File: src/rtl/inert_intf.sv
// inert_intf: inertial sensor front end for the pitch balance controller.
//
// Configures the 6-axis sensor once reset is released. After that, each time
// the synchronised data-ready line is high in IDLE it reads the pitch rate and
// the Z acceleration over the SPI master (wrt/done handshake). The two readings
// are fused in a complementary-filter integrator.
//
// Ports:
//   clk         system clock
//   rst_n       asynchronous active-low reset
//   INT         sensor data-ready, asynchronous to clk
//   done        SPI transaction complete (1-cycle pulse)
//   inert_data  SPI read data; only the low byte is used
//   wrt         1-cycle pulse that starts an SPI transaction
//   cmd         SPI command word, held from wrt until done
//   ptch        signed fused pitch, integrator bits [26:11]
//   ptch_rt     signed offset-compensated pitch rate
//   vld         1-cycle pulse marking new ptch/ptch_rt
//
// Build option: define INERT_TIMEOUT_EN to add a 10-bit SPI watchdog that
// abandons a stuck transaction and restarts the full configuration.
//
// state      | meaning
// INIT_WAIT  | power-up delay before configuring the sensor
// CFG0..CFG3 | configuration write in flight, waiting for done
// IDLE       | waiting for data-ready
// RD_PL/PH   | pitch-rate low/high byte read in flight
// RD_AL/AH   | accel-Z low/high byte read in flight
// INTEG      | one-cycle integrator update
module inert_intf #(
  parameter bit                 fast_sim       = 1'b1,
  parameter logic signed [15:0] PTCH_RT_OFFSET = 16'sh0050,
  parameter logic signed [15:0] AZ_OFFSET      = 16'sh00A0,
  parameter logic signed [26:0] FUSION_GAIN    = 27'sd1024
) (
  input  logic        clk,
  input  logic        rst_n,
  input  logic        INT,
  input  logic        done,
  input  logic [15:0] inert_data,
  output logic        wrt,
  output logic [15:0] cmd,
  output logic [15:0] ptch,
  output logic [15:0] ptch_rt,
  output logic        vld
);

  localparam logic [3:0] S_INIT_WAIT = 4'd0;
  localparam logic [3:0] S_CFG0      = 4'd1;
  localparam logic [3:0] S_CFG1      = 4'd2;
  localparam logic [3:0] S_CFG2      = 4'd3;
  localparam logic [3:0] S_CFG3      = 4'd4;
  localparam logic [3:0] S_IDLE      = 4'd5;
  localparam logic [3:0] S_RD_PL     = 4'd6;
  localparam logic [3:0] S_RD_PH     = 4'd7;
  localparam logic [3:0] S_RD_AL     = 4'd8;
  localparam logic [3:0] S_RD_AH     = 4'd9;
  localparam logic [3:0] S_INTEG     = 4'd10;

  // The short wait is kept in the same 16-bit counter; only the terminal value changes.
  localparam logic [15:0] TIMER_TOP = fast_sim ? 16'h03FF : 16'hFFFF;

  logic [3:0]         state;
  logic [15:0]        timer;
  logic               int_ff1, int_ff2;
  logic [7:0]         pl, ph, al, ah;
  logic signed [26:0] integ;

  logic signed [15:0] rt_comp, az_comp, ptch_acc, ptch_s;
  logic signed [24:0] prod;
  logic signed [26:0] fuse, integ_nxt;
  logic               wait_st;
  logic               unused_bits;

  assign rt_comp   = $signed({ph, pl}) - PTCH_RT_OFFSET;
  assign az_comp   = $signed({ah, al}) - AZ_OFFSET;
  assign prod      = az_comp * 25'sd327;
  assign ptch_acc  = {{4{prod[24]}}, prod[24:13]};
  assign ptch_s    = integ[26:11];
  assign fuse      = (ptch_acc > ptch_s) ? FUSION_GAIN : -FUSION_GAIN;
  assign integ_nxt = integ - {{11{rt_comp[15]}}, rt_comp} + fuse;
  assign ptch      = ptch_s;
  assign wait_st   = (state >= S_CFG0 && state <= S_RD_AH && state != S_IDLE);
  assign unused_bits = ^{inert_data[15:8], prod[12:0]};

`ifdef INERT_TIMEOUT_EN
  logic [9:0] wdog;

  always_ff @(posedge clk or negedge rst_n) begin
    if (!rst_n)       wdog <= '0;
    else if (wrt)     wdog <= '0;
    else if (wait_st) wdog <= wdog + 10'd1;
  end
`endif

  always_ff @(posedge clk or negedge rst_n) begin
    if (!rst_n) begin
      int_ff1 <= 1'b0;
      int_ff2 <= 1'b0;
    end else begin
      int_ff1 <= INT;
      int_ff2 <= int_ff1;
    end
  end

  always_ff @(posedge clk or negedge rst_n) begin
    if (!rst_n) begin
      state   <= S_INIT_WAIT;
      timer   <= '0;
      wrt     <= 1'b0;
      cmd     <= '0;
      vld     <= 1'b0;
      ptch_rt <= '0;
      integ   <= '0;
      pl      <= '0;
      ph      <= '0;
      al      <= '0;
      ah      <= '0;
    end else begin
      wrt <= 1'b0;
      vld <= 1'b0;
      case (state)
        S_INIT_WAIT: begin
          if (timer == TIMER_TOP) begin
            timer <= '0;
            state <= S_CFG0;
            wrt   <= 1'b1;
            cmd   <= 16'h0D02;
          end else begin
            timer <= timer + 16'd1;
          end
        end
        S_CFG0: if (done) begin state <= S_CFG1; wrt <= 1'b1; cmd <= 16'h1053; end
        S_CFG1: if (done) begin state <= S_CFG2; wrt <= 1'b1; cmd <= 16'h1150; end
        S_CFG2: if (done) begin state <= S_CFG3; wrt <= 1'b1; cmd <= 16'h1460; end
        S_CFG3: if (done) state <= S_IDLE;
        // Level-sensitive on purpose: INT still high after a sample starts the next one.
        S_IDLE: if (int_ff2) begin state <= S_RD_PL; wrt <= 1'b1; cmd <= 16'hA200; end
        S_RD_PL: if (done) begin
          pl <= inert_data[7:0]; state <= S_RD_PH; wrt <= 1'b1; cmd <= 16'hA300;
        end
        S_RD_PH: if (done) begin
          ph <= inert_data[7:0]; state <= S_RD_AL; wrt <= 1'b1; cmd <= 16'hAC00;
        end
        S_RD_AL: if (done) begin
          al <= inert_data[7:0]; state <= S_RD_AH; wrt <= 1'b1; cmd <= 16'hAD00;
        end
        S_RD_AH: if (done) begin
          ah <= inert_data[7:0]; state <= S_INTEG;
        end
        S_INTEG: begin
          integ   <= integ_nxt;
          ptch_rt <= rt_comp;
          vld     <= 1'b1;
          state   <= S_IDLE;
        end
        default: state <= S_INIT_WAIT;
      endcase
`ifdef INERT_TIMEOUT_EN
      // A stuck transaction drops the sample; the integrator is kept.
      if (wait_st && wdog == 10'h3FF) begin
        state <= S_INIT_WAIT;
        timer <= '0;
        wrt   <= 1'b0;
      end
`endif
    end
  end

endmodule
File: config.mk
export PLATFORM = sky130hd
export DESIGN_NAME = inert_intf
export DESIGN_NICKNAME = d
export VERILOG_FILES = /design/src/rtl/inert_intf.sv
export SDC_FILE = /design/constraint.sdc
export NUM_CORES = 1
export LEC_CHECK = 0
export CORE_MARGIN = 5
export CORE_UTILIZATION = 24
export DETAILED_ROUTE_END_ITERATION = 16
export SYNTH_ARGS = -nofsm -noshare
export SYNTH_HDL_FRONTEND = slang
export SYNTH_SLANG_ARGS = --single-unit
File: constraint.sdc
create_clock -name clk -period 30.6 [get_ports clk]
set_input_delay 3.06 -clock clk [delete_from_list [all_inputs] [get_ports clk]]
set_output_delay 3.06 -clock clk [all_outputs]
set_load 0.01 [all_outputs]
==> impl_metrics.ini, run 1 <==
[outcome]
status = finished clean

[die]
num_rows = 73
coreArea_sq_um = 39500
dieArea_sq_um = 43800
ios = 70
fp.dieW_um = 209
start_util_pct = 24.1
die_h_um = 209

[timing]
maxSlewHeadroom_pct = 23.0
fin_crit_sh_pct = 36.5
tightestPinTransition_ns = 1.15
setup_tns_ns = 0
fmax_mhz = 89.5
fin_skew_ns = 0.0109
final_hold_viol_count = 0
setup_violations = 0
layout_min_cycle_time_ns = 11.18
drv_slew = 0
rsz0062_at_grt = false

[worst_setup_path]
rr_worst_depth = 40
worstPathMaxFanout = 10
cp_data_arrival_time_ns = 11.41
worst_setup_path_end_kind = flop
critPathMaxStageDelay_ns = 0.87
critPathLaunchType = flop
worstPathRequired_ns = 30.83
rrSetupSlack_ns = 19.42
crit_slowest_cell = nor4_1
critPathKind = flop to flop
path_common_cell = ha_1

[logic_synthesis]
seq_area_frac_synth_pct = 28.6
async_reset_ff_share_pct = 100
synth_seq_cells = 109
syn_area_sq_um = 9540
avgSynthCellArea_sq_um = 9.44
ys_types = 71
syn-instance-count = 1011
synth_edf_count = 0
synth_top_flop_cell = dfrtp_1
yosysWarnings = 0

[global_route]
grt_pass1_wl_mm = 35.2
use_met3_pct = 2.42
grt.busiest_layer = met2
grt_pass1_vias = 7010
grt.overflow.total = 0
grt_start_max_net_pins = 61
met2_usage_pct = 16.0
antenna_found_initial = 1
track_usage_pct = 9.64
grt_use_met1_pct = 12.9

[clock_tree]
postCtsHoldBufs = 0
cts.repair.resized = 0
cts_tree = built
htreeDepth = 3
clk_latency_ns = 0.36
post_cts_buffers = 0
path_clk_slew_ns = 0.07
root_buffer = clkbuf_16
cts.sinks = 109
cts-buffers-inserted = 9
max-clock-path-buffers = 2

[final_layout]
layout-drive-gt1-share_pct = 6.57
stdcell_count = 1575
diodes = 0
layout.nets = 1247
areaGrowthSynthToFinish_pct = 14.2

[drt]
wl_mm = 20.5
antenna_left = 0
wl_per_cell_um = 13.0
firstDrtPassIters = 4
drc = 0
vias_per_cell = 4.34
initialDrtViolationCount = 187
vias = 6829

[placed_design]
post-place-cells = 1559
gp_congestion = 0.828
port_buffers = 57
place_hpwl_mm = 16.2

[worst_hold_path]
whs_path_depth = 0
hold_path.class = flop to flop

[job]
timing.max_cap.violations = 0
-- stage by stage --
step                      util, %  area [sq um]  setup slack [ns]  hold WS (ns)
after detailed placement     26.8         10600             19.33         0.338
after floorplan                 -          9550             19.47         0.331
after CTS                    27.5         10900             19.28         0.356
after global routing         27.5         10900             18.48         0.357
after global placement       26.8         10600             19.51         0.332
final                        27.5         10900             19.42         0.352
-- layout make-up --
| class | instances | area [sq um] |
|---|---|---|
| Tap cell | 525 | 657 |
| Clock inverter | 4 | 36.3 |
| Timing Repair Buffer | 62 | 606 |
| Fill cell | 4189 | 28700 |
| Clock buffer | 12 | 256 |
| Inverter | 143 | 537 |
| Sequential cell | 109 | 2730 |
| Multi-Input combinational cell | 720 | 6070 |
-- Yosys cell counts (2+ instances only) --
cell | number | share of area (%)
a211oi_1 | 4 | 0.31
a21o_1 | 18 | 1.4
a21o_2 | 2 | 0.18
a21oi_1 | 33 | 1.7
a22o_1 | 2 | 0.18
a22oi_1 | 2 | 0.16
a311oi_1 | 2 | 0.18
a31oi_1 | 4 | 0.26
and2_1 | 4 | 0.26
and3_1 | 7 | 0.46
and4_1 | 2 | 0.18
buf_2 | 2 | 0.10
buf_4 | 22 | 1.7
clkbuf_1 | 17 | 0.67
dfrtp_1 | 109 | 29
fa_1 | 57 | 12
ha_1 | 125 | 16
inv_1 | 142 | 5.6
mux2_2 | 26 | 3.1
nand2_1 | 99 | 3.9
nand2b_1 | 6 | 0.39
nand3_1 | 13 | 0.68
nand4_1 | 14 | 0.92
nor2_1 | 53 | 2.1
nor2b_1 | 5 | 0.33
nor3_1 | 22 | 1.2
nor3_2 | 2 | 0.21
nor4_1 | 7 | 0.46
o211ai_1 | 3 | 0.24
o21a_1 | 2 | 0.16
o21ai_0 | 66 | 3.5
o21ai_1 | 5 | 0.26
o21bai_1 | 3 | 0.24
o22ai_1 | 5 | 0.33
o31ai_1 | 4 | 0.31
o41ai_1 | 4 | 0.37
or2_2 | 3 | 0.20
or3_1 | 7 | 0.46
or4_1 | 2 | 0.16
xnor2_1 | 45 | 4.1
xor2_1 | 31 | 2.8
-- flip-flops by register name (all words and copies together), names as in the netlist --
signal,flops
integ,27
ph,8
wrt,1
cmd,10
ptch_rt,16
int_ff2,1
vld,1
state,4
timer,16
ah,8
al,8
int_ff1,1
pl,8
-- worst max-delay path, delay by kind of cell, from the launching register on --
kind / cells / cell delay [ns]
xor+xnor: 3 / 1.05
compound gates: 15 / 3.55
flops: 1 / 0.44
buf+inv: 5 / 0.64
fa+ha+maj: 9 / 3.73
simple gates: 8 / 1.63
-- kinds of logic after synthesis --
kind of cell	after synthesis	share of synthesized area, %
and+or+nand+nor	253	12.4
buffers and inverters	185	8.25
other	1	0.0393
adders and majority gates	182	28.4
xor gates and xnor gates	76	6.98
DFF	109	28.6
AOI/OAI and AO/OA	179	12.3
muxes	26	3.07
-- cells in the final DEF (no fill, tap or decap), types with 9 or more instances in the layout --
| cell type | Yosys | routed |
|---|---|---|
| nand4_1 | 14 | 14 |
| clkbuf_16 | 0 | 9 |
| o21ai_0 | 66 | 66 |
| xnor2_1 | 45 | 44 |
| a21oi_1 | 33 | 33 |
| dfrtp_1 | 109 | 109 |
| nand2_1 | 99 | 99 |
| mux2_2 | 26 | 26 |
| xor2_1 | 31 | 30 |
| nor3_1 | 22 | 21 |
| ha_1 | 125 | 125 |
| nor2_1 | 53 | 53 |
| clkdlybuf4s50_1 | 0 | 56 |
| nand3_1 | 13 | 12 |
| inv_1 | 142 | 142 |
| a21o_1 | 18 | 18 |
| fa_1 | 57 | 57 |
-- worst paths after layout --
path | startpoint | end
max in group asynchronous | rst_n | integ[23]$_DFFE_PN0P_
worst max-delay path | al[5]$_DFFE_PN0P_ | integ[25]$_DFFE_PN0P_
worst min-delay path | int_ff1$_DFF_PN0_ | int_ff2$_DFF_PN0_
worst min register to register | int_ff1$_DFF_PN0_ | int_ff2$_DFF_PN0_
min in group asynchronous | rst_n | timer[5]$_DFFE_PN0P_
worst max register to register | al[5]$_DFFE_PN0P_ | integ[25]$_DFFE_PN0P_
-- per-layer routing --
layer,vias up,share of wire (%)
li1,3457,-
met2,85,46
met5,-,0.063
met3,14,5.0
met1,3271,49
met4,2,0.72
Power of run 1 is not shown: default switching activity piles up to over one toggle a cycle in this logic, so the estimate is an artifact.
==> run 2, diff against run 1 <==
Clock period 30.6 ns to 9.5 ns, I/O delays scaled along.
==> run 2 against run 1 <==
Against the previous run:
- clock-buffer cell count fell by 1
- via count rose by 3.7%
- worst setup slack got worse by 19 ns
- die area did not move
- hold slack improved by 0.0015 ns
- register-to-register slack got worse by 19 ns
- core utilization rose by 1.7 points
- final cell count rose by 3.3%
- wire length rose by 4.0%
- global-route usage rose by 0.24 points
- clock skew fell by 0.0021 ns
- critical path type unchanged
==> impl_metrics.ini, run 2 (synthesis results as in run 1) <==
[outcome]
status = finished clean

[placed_design]
post-place-cells = 1604
gp_congestion = 0.844
placed_cell_area_sq_um = 11000
pre_cts_ws_ns = 0.118
port_buffers = 57
place_hpwl_mm = 17.1

[timing]
tightestPinTransition_ns = 1.23
setup_violations = 0
final_hold_viol_count = 0
layout_min_cycle_time_ns = 9.09
maxSlewHeadroom_pct = 17.7
drv_slew = 0
fmax_mhz = 110
layout_setup_ws_ns = 0.412
whs_ns = 0.353
fin_crit_sh_pct = 95.7
fin_skew_ns = 0.00886

[worst_setup_path]
critPathMaxStageDelay_ns = 0.54
critPathKind = flop to flop
rr_worst_depth = 40
crit_slowest_cell = fa_1
worst_setup_path_end_kind = flop
crit_path_start = al[5]$_DFFE_PN0P_
cp_data_arrival_time_ns = 9.32
rrSetupSlack_ns = 0.41
crit_end = integ[25]$_DFFE_PN0P_
critPathLaunchType = flop
worstPathMaxFanout = 4
timing.rr.start = al[5]$_DFFE_PN0P_
worstPathRequired_ns = 9.74
worstReg2RegEnd = integ[25]$_DFFE_PN0P_

[global_route]
grt_pass1_vias = 7400
track_usage_pct = 9.89
grt_start_max_net_pins = 61
antenna_found_initial = 3
grt_pass1_wl_mm = 36.2
grt.overflow.total = 0

[clock_tree]
clk_latency_ns = 0.36
cts.sinks = 109
root_buffer = clkbuf_16
postCtsHoldBufs = 0
htreeDepth = 3
max-clock-path-buffers = 2
cts-buffers-inserted = 9
cts_tree = built
path_clk_slew_ns = 0.08

[final_layout]
final_cell_area_sq_um = 11600
top_register = integ
final_common_cell = inv_1
fillCellCount = 4098
reg_top3 = integ (27), ptch_rt (16), timer (16)
multi_input_area_sq_um = 6340
stdcell_count = 1627
largest_reg_flops = 27
areaGrowthSynthToFinish_pct = 21.3
diodes = 0
layout.nets = 1299
seqCellArea_sq_um = 2730
mostFrequentLayoutCells = inv_1, ha_1, dfrtp_1
layout-drive-gt1-share_pct = 15.2

[die]
start_util_pct = 24.1
num_rows = 73
dieArea_sq_um = 43800
ios = 70
die_h_um = 209
coreArea_sq_um = 39500
fp.dieW_um = 209

[drt]
wl_mm = 21.3
firstDrtPassIters = 4
wl_per_cell_um = 13.1
initialDrtViolationCount = 290
vias = 7079
vias_per_cell = 4.35
drc = 0
antenna_left = 0

[worst_hold_path]
whs_path_depth = 0
hold_path.class = flop to flop

[job]
timing.max_cap.violations = 0
-- run 2: what timing repair did --
action | CTS | global route
setup buffers | 0 | 7
resized for setup | 0 | 48
setup endpoints to repair | 0 | 12
-- run 2: worst min path at each step --
stage	from	endpoint	slack (ns)
floorplan	int_ff1$_DFF_PN0_	int_ff2$_DFF_PN0_	0.33
global placement	int_ff1$_DFF_PN0_	int_ff2$_DFF_PN0_	0.33
detailed placement	int_ff1$_DFF_PN0_	int_ff2$_DFF_PN0_	0.34
CTS	int_ff1$_DFF_PN0_	int_ff2$_DFF_PN0_	0.36
global route	int_ff1$_DFF_PN0_	int_ff2$_DFF_PN0_	0.36
finish	int_ff1$_DFF_PN0_	int_ff2$_DFF_PN0_	0.35
-- run 2: worst max-delay path: cells and delay by family, from the launching register on --
kind | cells | cell delay [ns]
flip-flops | 1 | 0.42
AO/OA/AOI/OAI | 15 | 3.00
buffers and inverters | 6 | 0.51
XOR/XNOR | 3 | 0.45
adder cells (fa/ha/maj) | 10 | 3.45
AND/OR/NAND/NOR | 6 | 1.15
-- run 2: final cells by class --
class                      instances  area share, %
inverter                         143           4.64
multi-input combinational        720           54.8
clock buffer                      11           2.18
timing repair buffer             114           8.64
tap                              525           5.68
clock inverter                     5          0.465
sequential                       109           23.6
-- run 2: per-stage QoR --
step                setup TNS [ns]  utilization, %
floorplan                        0               -
global placement                 0            27.8
detailed placement               0            27.8
CTS                              0            28.5
global route               -0.0386            29.3
finish                           0            29.3
-- run 2: routing by layer --
| metal | GRT usage, % | vias to the layer above | routed length (um) | part of all wire, % |
|---|---|---|---|---|
| met5 | 0 | - | 38 | 0.18 |
| met4 | 1.91 | 6 | 254 | 1.2 |
| met2 | 16.1 | 91 | 9780 | 46 |
| met1 | 13.3 | 3402 | 10200 | 48 |
| li1 | - | 3560 | - | - |
| met3 | 2.66 | 20 | 996 | 4.7 |
Power of run 2 is left out for the same reason.
